[config.mk]
export PLATFORM = sky130hd
export DESIGN_NAME = dmem_arbiter
export DESIGN_NICKNAME = d
export VERILOG_FILES = /design/src/rtl/dmem_arbiter.sv
export SDC_FILE = /design/constraint.sdc
export NUM_CORES = 1
export LEC_CHECK = 0
export BUFFER_PORTS_ARGS = -buffer_cell sky130_fd_sc_hd__buf_2
export CORE_AREA = 3 3 115 117
export CTS_BUF_LIST = sky130_fd_sc_hd__clkbuf_8
export DETAILED_ROUTE_END_ITERATION = 7
export DIE_AREA = 0 0 118 120
export GPL_TIMING_DRIVEN = 0
export SLEW_MARGIN = 40
export SYNTH_ARGS = -nofsm -noshare
export SYNTH_HDL_FRONTEND = slang
export SYNTH_SLANG_ARGS = --single-unit
export TNS_END_PERCENT = 30
[constraint.sdc]
create_clock -name i_clk -period 2.05 [get_ports i_clk]
set_input_delay 0.41 -clock i_clk [delete_from_list [all_inputs] [get_ports i_clk]]
set_output_delay 0.41 -clock i_clk [all_outputs]
set_load 0.01 [all_outputs]
[src/rtl/dmem_arbiter.sv]
`default_nettype none
// ============================================================================
// Module   : dmem_arbiter
// Purpose  : Two-requester arbiter for the single data-memory port, with
//            round-robin or fixed priority, burst locking and a hold limit.
// Revision : 1.0  initial release
// ============================================================================
module dmem_arbiter #(
    parameter int AW        = 32,
    parameter int DW        = 32,
    parameter int PRIO_MODE = 0,
    parameter int MAX_HOLD  = 8
) (
    input  logic          i_clk,
    input  logic          i_reset,

    input  logic          i_req0,
    input  logic          i_we0,
    input  logic          i_lock0,
    input  logic [AW-1:0] i_addr0,
    input  logic [DW-1:0] i_wdata0,
    output logic          o_gnt0,
    output logic          o_rvalid0,
    output logic [DW-1:0] o_rdata0,

    input  logic          i_req1,
    input  logic          i_we1,
    input  logic          i_lock1,
    input  logic [AW-1:0] i_addr1,
    input  logic [DW-1:0] i_wdata1,
    output logic          o_gnt1,
    output logic          o_rvalid1,
    output logic [DW-1:0] o_rdata1,

    output logic          o_mem_we,
    output logic [AW-1:0] o_mem_addr,
    output logic [DW-1:0] o_mem_wdata,
    input  logic [DW-1:0] i_mem_rdata,

    output logic [1:0]    o_owner
);

    localparam logic [7:0] C_MAX_HOLD = 8'(MAX_HOLD);

    typedef enum logic [1:0] {
        ST_IDLE = 2'b00,
        ST_OWN0 = 2'b01,
        ST_OWN1 = 2'b10
    } state_t;

    state_t        r_state;
    logic          r_last_served;
    logic [7:0]    r_hold_cnt;
    logic          r_rd_pending0;
    logic          r_rd_pending1;
    logic [DW-1:0] r_rdata0;
    logic [DW-1:0] r_rdata1;

    logic          w_gnt0;
    logic          w_gnt1;
    logic          w_any_gnt;
    logic          w_lock;
    logic          w_other_req;
    logic [7:0]    w_hold_inc;
    logic          w_force_release;

    // Grants are suppressed during reset so no beat (and no write) can slip
    // through in the reset cycle.
    always_comb begin
        w_gnt0 = 1'b0;
        w_gnt1 = 1'b0;
        if (!i_reset) begin
            case (r_state)
                ST_IDLE: begin
                    if (i_req0 && i_req1) begin
                        if ((PRIO_MODE == 1) || r_last_served) begin
                            w_gnt0 = 1'b1;
                        end else begin
                            w_gnt1 = 1'b1;
                        end
                    end else begin
                        w_gnt0 = i_req0;
                        w_gnt1 = i_req1;
                    end
                end
                ST_OWN0: w_gnt0 = i_req0;
                ST_OWN1: w_gnt1 = i_req1;
                default: begin
                    w_gnt0 = 1'b0;
                    w_gnt1 = 1'b0;
                end
            endcase
        end
    end

    assign w_any_gnt = w_gnt0 | w_gnt1;

    always_comb begin
        o_mem_we    = 1'b0;
        o_mem_addr  = '0;
        o_mem_wdata = '0;
        w_lock      = 1'b0;
        if (w_gnt0) begin
            o_mem_we    = i_we0;
            o_mem_addr  = i_addr0;
            o_mem_wdata = i_wdata0;
            w_lock      = i_lock0;
        end else if (w_gnt1) begin
            o_mem_we    = i_we1;
            o_mem_addr  = i_addr1;
            o_mem_wdata = i_wdata1;
            w_lock      = i_lock1;
        end
    end

    // hold_cnt after this beat counts the beats of the burst so far; the
    // burst is cut once that count reaches MAX_HOLD with the other side waiting.
    assign w_other_req     = (r_state == ST_OWN0) ? i_req1 : i_req0;
    assign w_hold_inc      = (r_hold_cnt >= C_MAX_HOLD) ? C_MAX_HOLD : (r_hold_cnt + 8'd1);
    assign w_force_release = (w_hold_inc == C_MAX_HOLD) && w_other_req;

    always_ff @(posedge i_clk) begin
        if (i_reset) begin
            r_state       <= ST_IDLE;
            r_last_served <= 1'b1;
            r_hold_cnt    <= '0;
            r_rd_pending0 <= 1'b0;
            r_rd_pending1 <= 1'b0;
            r_rdata0      <= '0;
            r_rdata1      <= '0;
        end else begin
            r_rd_pending0 <= w_gnt0 && !i_we0;
            r_rd_pending1 <= w_gnt1 && !i_we1;
            if (w_gnt0 && !i_we0) begin
                r_rdata0 <= i_mem_rdata;
            end
            if (w_gnt1 && !i_we1) begin
                r_rdata1 <= i_mem_rdata;
            end
            if (w_any_gnt) begin
                r_last_served <= w_gnt1;
            end

            case (r_state)
                ST_IDLE: begin
                    if (w_any_gnt && w_lock) begin
                        r_state    <= w_gnt0 ? ST_OWN0 : ST_OWN1;
                        r_hold_cnt <= 8'd1;
                    end
                end
                ST_OWN0: begin
                    if (!i_req0 || !i_lock0 || w_force_release) begin
                        r_state    <= ST_IDLE;
                        r_hold_cnt <= '0;
                    end else begin
                        r_hold_cnt <= w_hold_inc;
                    end
                end
                ST_OWN1: begin
                    if (!i_req1 || !i_lock1 || w_force_release) begin
                        r_state    <= ST_IDLE;
                        r_hold_cnt <= '0;
                    end else begin
                        r_hold_cnt <= w_hold_inc;
                    end
                end
                default: begin
                    r_state    <= ST_IDLE;
                    r_hold_cnt <= '0;
                end
            endcase
        end
    end

    assign o_gnt0    = w_gnt0;
    assign o_gnt1    = w_gnt1;
    assign o_rvalid0 = r_rd_pending0;
    assign o_rvalid1 = r_rd_pending1;
    assign o_rdata0  = r_rdata0;
    assign o_rdata1  = r_rdata1;
    assign o_owner   = r_state;

endmodule
`default_nettype wire

# Word-level counts from Yosys, hierarchy flattened

Cells that the tools add are included.

Input bits: 168
Bits in latches: 0
ROM bits: 0
Output and inout bits: 135
Memories kept: 0
Bits in registers: 77
Word-level logic and storage cells: 60
Bits in writable memories: 0

Muxes and demuxes: 27
Eq/ne operators: 6
Reductions and logical operators: 17
Multiply operators: 0
Shifts and indexed selects: 0
Bitwise gates (word level): 1
Order comparisons: 1
$add $sub $neg: 1
Div/mod/pow operators: 0

Operators with widths:

| cell                                                                                | count |
|---|---|
| 32-bit 2-to-1 mux                                                                   | 4 |
| 8-bit 2-to-1 mux                                                                    | 4 |
| 8-bit one-hot mux with 3 select lines                                               | 1 |
| 1-bit 2-to-1 mux                                                                    | 11 |
| 8-bit by 1-bit adder with 8-bit output, second input constant                       | 1 |
| 8-bit by 4-bit == test with 1-bit output, second input constant                     | 1 |
| 8-bit by 4-bit greater-or-equal comparator with 1-bit output, second input constant | 1 |
| 2-bit 2-to-1 mux                                                                    | 4 |
| 1-bit logical NOT                                                                   | 6 |
| 2-bit one-hot mux with 3 select lines                                               | 1 |
| 1-bit logical AND                                                                   | 5 |
| 1-bit logical OR                                                                    | 4 |
| 2-bit inequality test, second input constant                                        | 2 |
| 1-bit one-hot mux with 2 select lines                                               | 2 |
| 3-bit AND reduction                                                                 | 1 |
| 2-bit by 1-bit == test with 1-bit output, second input constant                     | 1 |
| 2-bit == test, second input constant                                                | 1 |
| 2-bit logical NOT                                                                   | 1 |
| 2-bit by 1-bit inequality test with 1-bit output, second input constant             | 1 |
| 1-bit OR                                                                            | 1 |

# Depth between registers and ports, before layout

Gate-level depths: netlist of run 1.

Word-level depth: 9
Depth in mapped cells: 7
Gate-level depth less buffers: 5

# Worst setup path after synthesis of run 1

Ideal clock, no wire load.

Path type: input-to-output
From: in i_reset
To: out o_mem_addr[10]
Path buffers: 4
Arrival time: 1487 ps
Data required time: 1640 ps
Cell stages on the path: 7
Slack: 153 ps
Cells stage by stage: buf_2 nor2_1 and3_1 buf_6 buf_6 buf_2 a22o_1

Longest elaborated chain between the ends: 3
Elaborated cells between the ends (all ways): 4
Classes of those cells: mux: 4

Ends and longest elaborated chain:

| element               | RTL line | RTL |
|---|---|---|
| start: declaration    | 15       | `input logic i_reset,` |
| 1-bit 2-to-1 mux      | 72       | `if (!i_reset) begin` |
| 32-bit 2-to-1 mux     | 108      | `end else if (w_gnt1) begin` |
| 32-bit 2-to-1 mux (*) | 103      | `if (w_gnt0) begin` |
| end: declaration      | 36       | `output logic [AW-1:0] o_mem_addr,` |

Every way passes the cells marked *; elsewhere a longest branch is shown, timed or not.

# Worst setup path after layout of run 1

From: reg r_state[0], in the netlist o_owner[0]
To: out o_mem_wdata[20]

Longest elaborated chain between the ends: 5
Elaborated cells between the ends (all ways): 9
Classes of those cells: eq/ne: 2; mux: 6; reduce/logical: 1

Ends and longest elaborated chain:

| element                                            | RTL line | RTL |
|---|---|---|
| start: declaration                                 | 51       | `state_t r_state;` |
| start signal: assignment                           | 147      | `r_state <= w_gnt0 ? ST_OWN0 : ST_OWN1;` |
| 2-bit == test or 2-bit logical NOT (tied branches) | 73       | `case (r_state)` |
| 1-bit one-hot mux with 2 select lines              | 73       |  |
| 1-bit 2-to-1 mux                                   | 72       |  |
| 32-bit 2-to-1 mux                                  | 108      |  |
| 32-bit 2-to-1 mux (*)                              | 103      |  |
| end: declaration                                   | 37       | `output logic [DW-1:0] o_mem_wdata,` |

Marks and branches as above.

==> results of run 1 <==
[area by class of cell]
type	count	area [um2]
plain buffers	38	271.5
multi-input cells	306	1932
clock inverters	4	46.29
inverters	4	15.01
flip-flops and latches	77	1550
repair buffers	316	1764
fillers	1258	6504
well taps	172	215.2
diodes	1	2.502
clock buffers	12	165.2
[logic make-up (layout without fill, tap and decap cells)]
family | Yosys count | in the layout
and+or+nand+nor | 156 | 157
AOI/OAI and AO/OA | 146 | 146
DFF | 77 | 77
buffers and inverters | 42 | 374
adders and majority gates | 2 | 2
muxes | 1 | 1
other | 0 | 1
[synthesized netlist by cell type (3+ instances only)]
cell,n
nand3_1,3
a22o_1,68
nand2_1,69
o21ai_1,5
buf_2,20
clkbuf_1,14
and2_1,4
inv_1,4
o21ai_0,60
dfxtp_1,77
nand2b_1,67
[how the worst max path moves through the flow]
stage / start / to / cells after the start
finish: o_owner[0] / o_mem_wdata[20] / 7
detailed placement: i_reset / o_mem_wdata[20] / 7
floorplan: i_reset / o_mem_addr[10] / 7
global route: o_owner[0] / o_mem_addr[5] / 8
global placement: i_reset / o_mem_wdata[20] / 7
CTS: o_owner[1] / o_mem_addr[5] / 7
[metrics by stage]
stage          TNS [ns]  worst slack (ns)  hold slack, ns
2_1_floorplan         0            0.1532          0.4305
3_3_place_gp     -6.153           -0.2089          0.4424
3_5_place_dp     -7.551           -0.2639          0.4461
4_1_cts          -10.13           -0.1968          0.2536
5_1_grt          -11.86           -0.2285          0.2629
6_report         -6.593           -0.1636          0.2681
[worst min-delay path, delay by kind of cell]
kind            cells  cell delay [ns]
compound gates      1             0.05
buf+inv             1             0.09
simple gates        1             0.04
[power groups by stage]
stage               clock network, W  registers, W  logic, W
CTS                          0.00123       0.00161  0.000904
global route                 0.00129       0.00161  0.000975
floorplan                          0       0.00167  0.000332
finish                       0.00121       0.00161  0.000911
global placement                   0       0.00164  0.000801
detailed placement                 0       0.00164  0.000808
[timing repair]
| item | 4_1_cts | 5_1_grt |
|---|---|---|
| pin swaps | 33 | 7 |
| resized for setup | 73 | 6 |
| buffers inserted | 9 | 0 |
| setup endpoints to repair | 67 | 67 |
| gates cloned | 6 | 1 |
[metal layers]
layer	track usage	vias to the layer above	share of wire	wire, um
met5	0	-	0.00063	11
met4	0.08132	2	0.023	405
met3	0.08812	27	0.097	1700
met2	0.3866	215	0.48	8352
met1	0.2732	2110	0.40	7045
li1	-	2149	-	-
[sequential cells by signal, summed over array words and instances, names as in the netlist]
name / cells
o_rdata0: 32
o_rdata1: 32
r_hold_cnt: 8
o_owner: 2
o_rvalid0: 1
o_rvalid1: 1
r_last_served: 1
==> metrics.txt, run 1 <==
Distinct cells, synth 38; CTS Hold Bufs 0; overall power 0.003725 W; Detail Route Antenna Nets 0; Syn-to-layout area delta 63.18%; Post-Route WL 17.51 mm; insertion delay to the later sink of the worst-skew pair 0.35 ns; worst min-delay path endpoint o_rdata0[5]; DR vias 4,503; Fin. Hold Viols 0; GPL Wtd Cong 0.8952; cells after synthesis 424; Worst R2R Path Depth 5; cell taking the most area after synthesis dfxtp_1; Int Pwr 0.002676 W; Final Cycle Share 1.080; Hold Path Stages 3; Clk network pwr share 0.324; endpoints failing setup 65; Avg Vias per Cell 4.842; combinational power share 0.245; Yosys top cell area share 0.4219; CP max-delay cell dfxtp_4; critical path's largest stage delay 0.36 ns; Area contributors post-synth dfxtp_1 42%, a22o_1 16%, nand2b_1 11%; Crit Path Category register to output port; complex-gate fraction of the synthesized area 0.2870; WL/cell approximately 19 um; Post-Place Cells roughly 900; Post-Syn Nets 594; die width 118 um; Psw 0.001049 W; Synth Area in Simple Gates 0.2250; status complete, but fails checks; H-tree lvl count 3; worst slew pin tran between 0.5 and 0.6 ns; CP startpoint kind register; Hold Crit Start i_mem_rdata[5]; fin worst setup slack -0.1636 ns; post-synthesis adder-cell area fraction 0.006849; DRT iter0 DRCs approximately 230; CTS sink cnt 77; synthesized area per cell 8.617 um2; CTS Root Buffer Type clkbuf_8; Non-Filler Instances between 900 and 1,000; RSZ-0062 raised after global routing true; Post-synth EDFFs 0; CTS tree built; IO Pins just over 300; Worst path most repeated cell buf_6; CTS Buf Count 9; Final Skew 0.007478 ns; DP HPWL 13.95 mm; commonest cells after routing, fill and taps aside 295 x buf_2, 74 x dfxtp_1, 69 x nand2_1; die area 14,160 um2; failing checks negative setup slack; most common cell after layout, fill and taps aside buf_2; DR pass1 iterations 7; CP top delay family buffers and inverters; FMAX 0.4518 GHz; fin util 0.4783; Worst Setup End Kind output port; post-synthesis mux area share 0.003082; # rows 41; post-synthesis sequential area ratio 0.4219; port buffer count 301; die height ~120 um; Cell Area, Synth 3654 um2; Yosys warnings 0; Leakage 3.005 nW; first-pass GRT wire length 25.59 mm; DRC Markers 0; Slew HR 0.6302; Worst Path Buf+Inv 4; Tmin final 2.214 ns; initial antenna violation count 1; Worst VDD drop 463.9 uV; GR Overflow Total 0; Tot GR Track Use 0.2317; pin count of the biggest net entering global routing 13; critical path peak fanout 10; leading register cell type out of synthesis dfxtp_1; largest family of logic cells by synthesized area compound AO/OA/AOI/OAI gates; clk slew on worst S/H paths 0.08 ns; pwr/cell area 624.8 nW/um2; ys async rst share 0; Sequential Power Share 0.431; # Max-Cap Violations 0; Initial Util 0.2931; area post-placement 5375 um2; Worst R2R End r_hold_cnt[3]; share of cells above drive strength 1 0.4861; Switching Fraction 0.2815; XOR/XNOR Fraction of Synth Area 0; CTS Buffer Depth 2; R2R Path Start r_hold_cnt[0]; Min-Delay Path Class primary input to register; Worst EP required ~1.6 ns; vias in the first global route 4,504; post-route cell area 5962 um2; crit path DAT between 1.5 and 2 ns; Synth Register Bits 77; CP cell instances buf_6, nor2_2, and3_1, buf_6, buf_4, a22o_1, buf_2; core area approximately 12,000 um2; # nets final slightly above 900; FF-to-FF setup slack 0.31 ns; Slew Viols, Final 0
Power figures use the tool's default switching activity.
==> run 2: changes to the inputs <==
--- a/config.mk
+++ b/config.mk
@@ -6,10 +6,11 @@
 export NUM_CORES = 1
 export LEC_CHECK = 0
 export BUFFER_PORTS_ARGS = -buffer_cell sky130_fd_sc_hd__buf_2
-export CORE_AREA = 3 3 115 117
+export CORE_AREA = 2 2 118 120
 export CTS_BUF_LIST = sky130_fd_sc_hd__clkbuf_8
+export CTS_CLUSTER_SIZE = 16
 export DETAILED_ROUTE_END_ITERATION = 7
-export DIE_AREA = 0 0 118 120
+export DIE_AREA = 0 0 120 122
 export GPL_TIMING_DRIVEN = 0
 export SLEW_MARGIN = 40
 export SYNTH_ARGS = -nofsm -noshare
==> metrics.txt, run 2 (synthesis results as in run 1) <==
DRT iter0 DRCs 202 (-11%); Non-Filler Instances 931 (+0.11%); Leakage 2.990 nW (-0.51%); Final Cycle Share 1.071 (-0.009132); CTS Root Buffer Type clkbuf_8; Fin. Hold Viols 0 (unchanged); fill cell count 1,400 (+11%); Worst EP required 1.64 ns (about the same); # nets final 916 (-0.65%); CTS Buffer Depth 2 (unchanged); endpoints failing setup 65 (unchanged); pin count of the biggest net entering global routing 14 (+1); Slew HR 0.6763 (+0.04608); DR pass1 iterations 4 (-3); CP startpoint kind register; FMAX 0.4556 GHz (+0.85%); status complete, but fails checks; GPL Wtd Cong 0.8787 (-1.8%); Worst VDD drop 419.3 uV (-9.6%); Final Skew 0.01326 ns (+0.005785 ns); DP HPWL 12.69 mm (-9.0%); share of cells above drive strength 1 0.4887 (+0.002552); initial antenna violation count 1 (unchanged); vias in the first global route 4,066 (-9.7%); Avg Vias per Cell 4.710 (-2.7%); first-pass GRT wire length 22.80 mm (-11%); commonest cells after routing, fill and taps aside 299 x buf_2, 74 x dfxtp_1, 69 x nand2_1; DRC Markers 0 (unchanged); Tot GR Track Use 0.2036 (-0.02809); Post-Place Cells 905 (+0.89%); port buffer count 301 (unchanged); FF/Latch Area 1550 um2 (unchanged); Syn-to-layout area delta 63.01%; CTS Hold Bufs 0 (unchanged); # rows 43 (+4.9%); crit path DAT 1.78 ns (-0.02 ns); number of diodes 0 (-1); H-tree lvl count 3 (unchanged); GR Overflow Total 0 (unchanged); fin worst setup slack -0.1448 ns (+0.01872 ns); Min-Delay Path Class primary input to register; Post-Route WL 16.29 mm (-7.0%); CTS Buf Count 9 (unchanged); Initial Util 0.2705 (-0.02254); CTS sink cnt 77 (unchanged); die area 14,640 um2 (+3.4%); Slew Viols, Final 0 (unchanged); IO Pins 303 (unchanged); clk slew on worst S/H paths 0.09 ns (about the same); Worst R2R Path Depth 6 (+1); Tmin final 2.195 ns (-0.01872 ns); Hold Path Stages 3 (unchanged); die width 120 um (+1.7%); most common cell after layout, fill and taps aside buf_2; R2R Path Start o_owner[0]; WL/cell 17.50 um (-7.1%); Worst R2R End o_rdata1[21]; die height 122 um (+1.7%); RSZ-0062 raised after global routing true; CTS tree built; # Max-Cap Violations 0 (unchanged); FF-to-FF setup slack 0.35 ns (+0.04 ns); critical path peak fanout 7 (-3); fin util 0.4410 (-0.03724); pwr/cell area 636.7 nW/um2 (+1.9%); worst slew pin tran 0.4856 ns (-0.06050 ns); Worst Setup End Kind output port; failing checks negative setup slack; worst min-delay path endpoint o_rdata0[27]; DR vias 4,385 (-2.6%); multi-input logic area 1943 um2 (+0.58%); Crit Path Category register to output port; Detail Route Antenna Nets 0 (unchanged); core area 13,500 um2 (+8.3%); insertion delay to the later sink of the worst-skew pair 0.35 ns (about the same); Hold Crit Start i_mem_rdata[27]
[run 2: layout make-up]
cell class,instances,area share
tap,180,0.03782
sequential,77,0.2603
clock inverter,6,0.01450
clock buffer,10,0.02311
multi-input combinational,305,0.3263
inverter,4,0.002521
timing repair buffer,314,0.2918
buffer,35,0.04370
[run 2: what timing repair did]
action                     4_1_cts  5_1_grt
setup buffers                    7        5
setup endpoints to repair       67       66
gates cloned                     1        1
gates resized for setup         52       17
pin swaps                       24       14
[run 2: worst max path at each step]
stage	from	to	slack, ns	depth (start not counted)
finish	o_owner[1]	o_mem_wdata[0]	-0.14	6
CTS	o_owner[0]	o_mem_addr[0]	-0.20	7
detailed placement	i_req1	o_mem_addr[10]	-0.28	7
global route	o_owner[1]	o_mem_addr[5]	-0.22	6
floorplan	i_reset	o_mem_addr[10]	0.15	7
global placement	i_reset	o_mem_addr[0]	-0.29	5
[run 2: where the power goes]
group	total (W)	internal (W)	leakage, nW	switching (W)
registers	0.00160	0.00157	0.629	0.0000376
logic	0.000901	0.000448	2.25	0.000453
clock network	0.00129	0.000717	0.112	0.000571
[run 2: per-layer routing]
layer	vias up	wire length (um)	track usage	share of wire
li1	2138	-	-	-
met1	2003	6721	0.2519	0.41
met2	216	7502	0.3260	0.46
met3	26	1638	0.07257	0.10
met4	2	412	0.07574	0.025
met5	-	13	0	0.00080
[run 2: through the flow]
stage | setup slack (ns) | instance area, um2 | hold WS (ns) | power (W) | setup TNS, ns
after detailed placement | -0.2792 | 5385 | 0.4451 | 0.002445 | -10.37
after global placement | -0.2939 | 5385 | 0.4471 | 0.002446 | -10.77
after CTS | -0.1967 | 5843 | 0.2463 | 0.003800 | -9.381
after floorplan | 0.1532 | 3654 | 0.4305 | 0.002002 | 0
after global routing | -0.2208 | 5956 | 0.2586 | 0.003953 | -10.44
final | -0.1448 | 5956 | 0.2633 | 0.003792 | -5.588
[run 2: worst max-delay path, stage by stage, from the launching register on]
cell and delay, ns:
dfxtp_4 0.36, nand2b_4 0.16, nor3_4 0.29, buf_6 0.21, buf_6 0.12, a22o_1 0.16, buf_2 0.14
==> run 3: changes to the inputs <==
--- a/config.mk
+++ b/config.mk
@@ -6,11 +6,11 @@
 export NUM_CORES = 1
 export LEC_CHECK = 0
 export BUFFER_PORTS_ARGS = -buffer_cell sky130_fd_sc_hd__buf_2
-export CORE_AREA = 2 2 118 120
+export CORE_AREA = 2 2 117 119
 export CTS_BUF_LIST = sky130_fd_sc_hd__clkbuf_8
 export CTS_CLUSTER_SIZE = 16
 export DETAILED_ROUTE_END_ITERATION = 7
-export DIE_AREA = 0 0 120 122
+export DIE_AREA = 0 0 119 121
 export GPL_TIMING_DRIVEN = 0
 export SLEW_MARGIN = 40
 export SYNTH_ARGS = -nofsm -noshare
==> constraint.sdc (replaced) <==
create_clock -name i_clk -period 2.7 [get_ports i_clk]
set_input_delay 0.54 -clock i_clk [delete_from_list [all_inputs] [get_ports i_clk]]
set_output_delay 0.54 -clock i_clk [all_outputs]
set_load 0.01 [all_outputs]
==> metrics.txt, run 3 (synthesis results as in run 1) <==
Slew Viols, Final 0 (unchanged); CTS Hold Bufs 0 (unchanged); FMAX slightly below 0.4 GHz; DR pass1 iterations 4 (unchanged); insertion delay to the later sink of the worst-skew pair 0.35 ns (about the same); Initial Util 0.2792 (+0.008666); critical path peak fanout 10 (+3); area post-placement 5380 um2 (about the same); Metal-1 WL 6.586 mm (-2.0%); FF-to-FF setup slack 0.93 ns (+0.58 ns); first-pass GRT wire length 23.16 mm (+1.6%); Crit Path Category register to output port; Final Cycle Share 0.9629; CTS Buffer Depth 2 (unchanged); GPL Wtd Cong 0.8449 (-3.8%); die height 121 um (-0.82%); top sig layer met5; CTS Root Buffer Type clkbuf_8; GR Overflow Total 0 (unchanged); Worst EP required 2.16 ns (+0.52 ns); WL/cell 17.15 um (-2.0%); die area 14,400 um2 (-1.6%); fin worst setup slack 0.1002 ns (+0.2450 ns); Fin. Hold Viols 0 (unchanged); Post-Route WL 15.79 mm (-3.0%); CTS Buf Count 9 (unchanged); Sequential Power Share 0.430 (+0.007); WL met3 1.239 mm (-24%); setup_tns 0 ns (+5.588 ns); RSZ-0062 raised after global routing false; Clk network pwr share 0.356 (+0.016); # Max-Cap Violations 0 (unchanged); fin util 0.4313 (-0.009683); R2R Path Start o_owner[1]; Switching Fraction 0.2777 (-0.002304); Leakage 2.882 nW (-3.6%); most common cell after layout, fill and taps aside buf_2; Int Pwr 0.002051 W (-25%); core area 13,090 um2 (-3.1%); vias in the first global route 4,302 (+5.8%); Crit. Startpoint o_owner[0]; Hold Crit Start i_mem_rdata[0]; H-tree lvl count 3 (unchanged); Min-Delay Path Class primary input to register; initial antenna violation count 3 (+2); Tot GR Track Use 0.2056 (+0.001989); die width 119 um (-0.83%); Met2 Routed Length 7.773 mm (+3.6%); Detail Route Antenna Nets 0 (unchanged); fill cell count 1,365 (-2.5%); pwr/cell area 503.2 nW/um2 (-21%); # nets final 907 (-0.98%); CTS sink cnt 77 (unchanged); Worst Setup End Kind output port; # rows 42 (-2.3%); pin count of the biggest net entering global routing 14 (unchanged); IO Pins 303 (unchanged); Final Skew 0.01191 ns (-0.001352 ns); endpoints failing setup 0 (-100%); worst slew pin tran 0.4860 ns (+0.0003948 ns); post-route cell area 5644 um2 (-5.2%); Tmin final 2.600 ns; DRC Markers 0 (unchanged); CTS tree built; Syn-to-layout area delta 54.49%; worst slack, placed 0.1295 ns (+0.4087 ns); Psw 0.0007888 W (-26%); combinational power share 0.214 (-0.024); commonest cells after routing, fill and taps aside 318 x buf_2, 77 x dfxtp_1, 69 x nand2_1; Worst VDD drop 272.8 uV (-35%); status completed; DRT iter0 DRCs 210 (+4.0%); crit path DAT 2.06 ns (+0.28 ns); DR vias 4,415 (+0.68%); DP HPWL 12.82 mm (+1.0%); clk slew on worst S/H paths 0.09 ns (about the same); Slew HR 0.6760 (about the same); share of cells above drive strength 1 0.4730 (-0.01564); CP startpoint kind register; port buffer count 301 (unchanged); Hold Worst Slack 0.4023 ns (+0.1390 ns); Avg Vias per Cell 4.794 (+1.8%)
run 3: cell types whose count changed in the layout (fill, tap and decap cells not counted), moves of 3 or more:
cell      change
diode_2       +3
buf_2        +19
clkbuf_2      +4
buf_6        -16
buf_8         -5
dfxtp_1       +3
buf_4         -8
run 3: final timing paths:
path | depth (start not counted) | end
max reg2reg | 6 | o_rdata0[24]
max | 8 | o_mem_addr[18]
min reg2reg | 1 | r_hold_cnt[4]
min | 3 | o_rdata1[0]
run 3: what timing repair did:
| item | 4_1_cts | 5_1_grt |
|---|---|---|
| pin swaps | 1 | 1 |
| gates resized for setup | 0 | 12 |
| setup buffers | 0 | 1 |
| setup endpoints to repair | 6 | 33 |
run 3: layout make-up:
cell class,instances,area [um2],area share
Clock buffer,11,151.4,0.02682
Multi-Input combinational cell,305,1907,0.3378
Timing Repair Buffer,302,1514,0.2682
Sequential cell,77,1541,0.2731
Buffer,38,206.4,0.03658
Clock inverter,5,81.33,0.01441
Antenna cell,3,7.507,0.001330
Tap cell,176,220.2,0.03902
Inverter,4,15.01,0.002660
run 3: per-layer routing:
| layer | global-route usage | vias to the layer above |
|---|---|---|
| li1 | - | 2120 |
| met1 | 0.2525 | 2096 |
| met3 | 0.06109 | 15 |
| met2 | 0.3506 | 182 |
| met4 | 0.05580 | 2 |
| met5 | 0 | - |
run 3: power groups by stage:
| stage | clock [W] | combinational [W] | sequential (W) |
|---|---|---|---|
| finish | 0.00101 | 0.000609 | 0.00122 |
| floorplan | 0 | 0.000252 | 0.00127 |
| global route | 0.00110 | 0.000656 | 0.00123 |
| detailed placement | 0 | 0.000604 | 0.00125 |
| global placement | 0 | 0.000598 | 0.00124 |
| CTS | 0.00104 | 0.000609 | 0.00122 |
run 3: worst max-delay path, stage by stage, from the launching register on:
cell and delay [ns]:
dfxtp_1 0.40, buf_4 0.18, nor2_1 0.06, and3_1 0.19, buf_6 0.14, buf_6 0.14
buf_2 0.18, a22o_1 0.27, buf_2 0.15
run 3: metrics by stage:
step | instances | total power (W)
floorplan | 424 | 0.001520
global placement | 901 | 0.001841
detailed placement | 901 | 0.001850
CTS | 917 | 0.002871
global route | 919 | 0.002978
finish | 921 | 0.002840
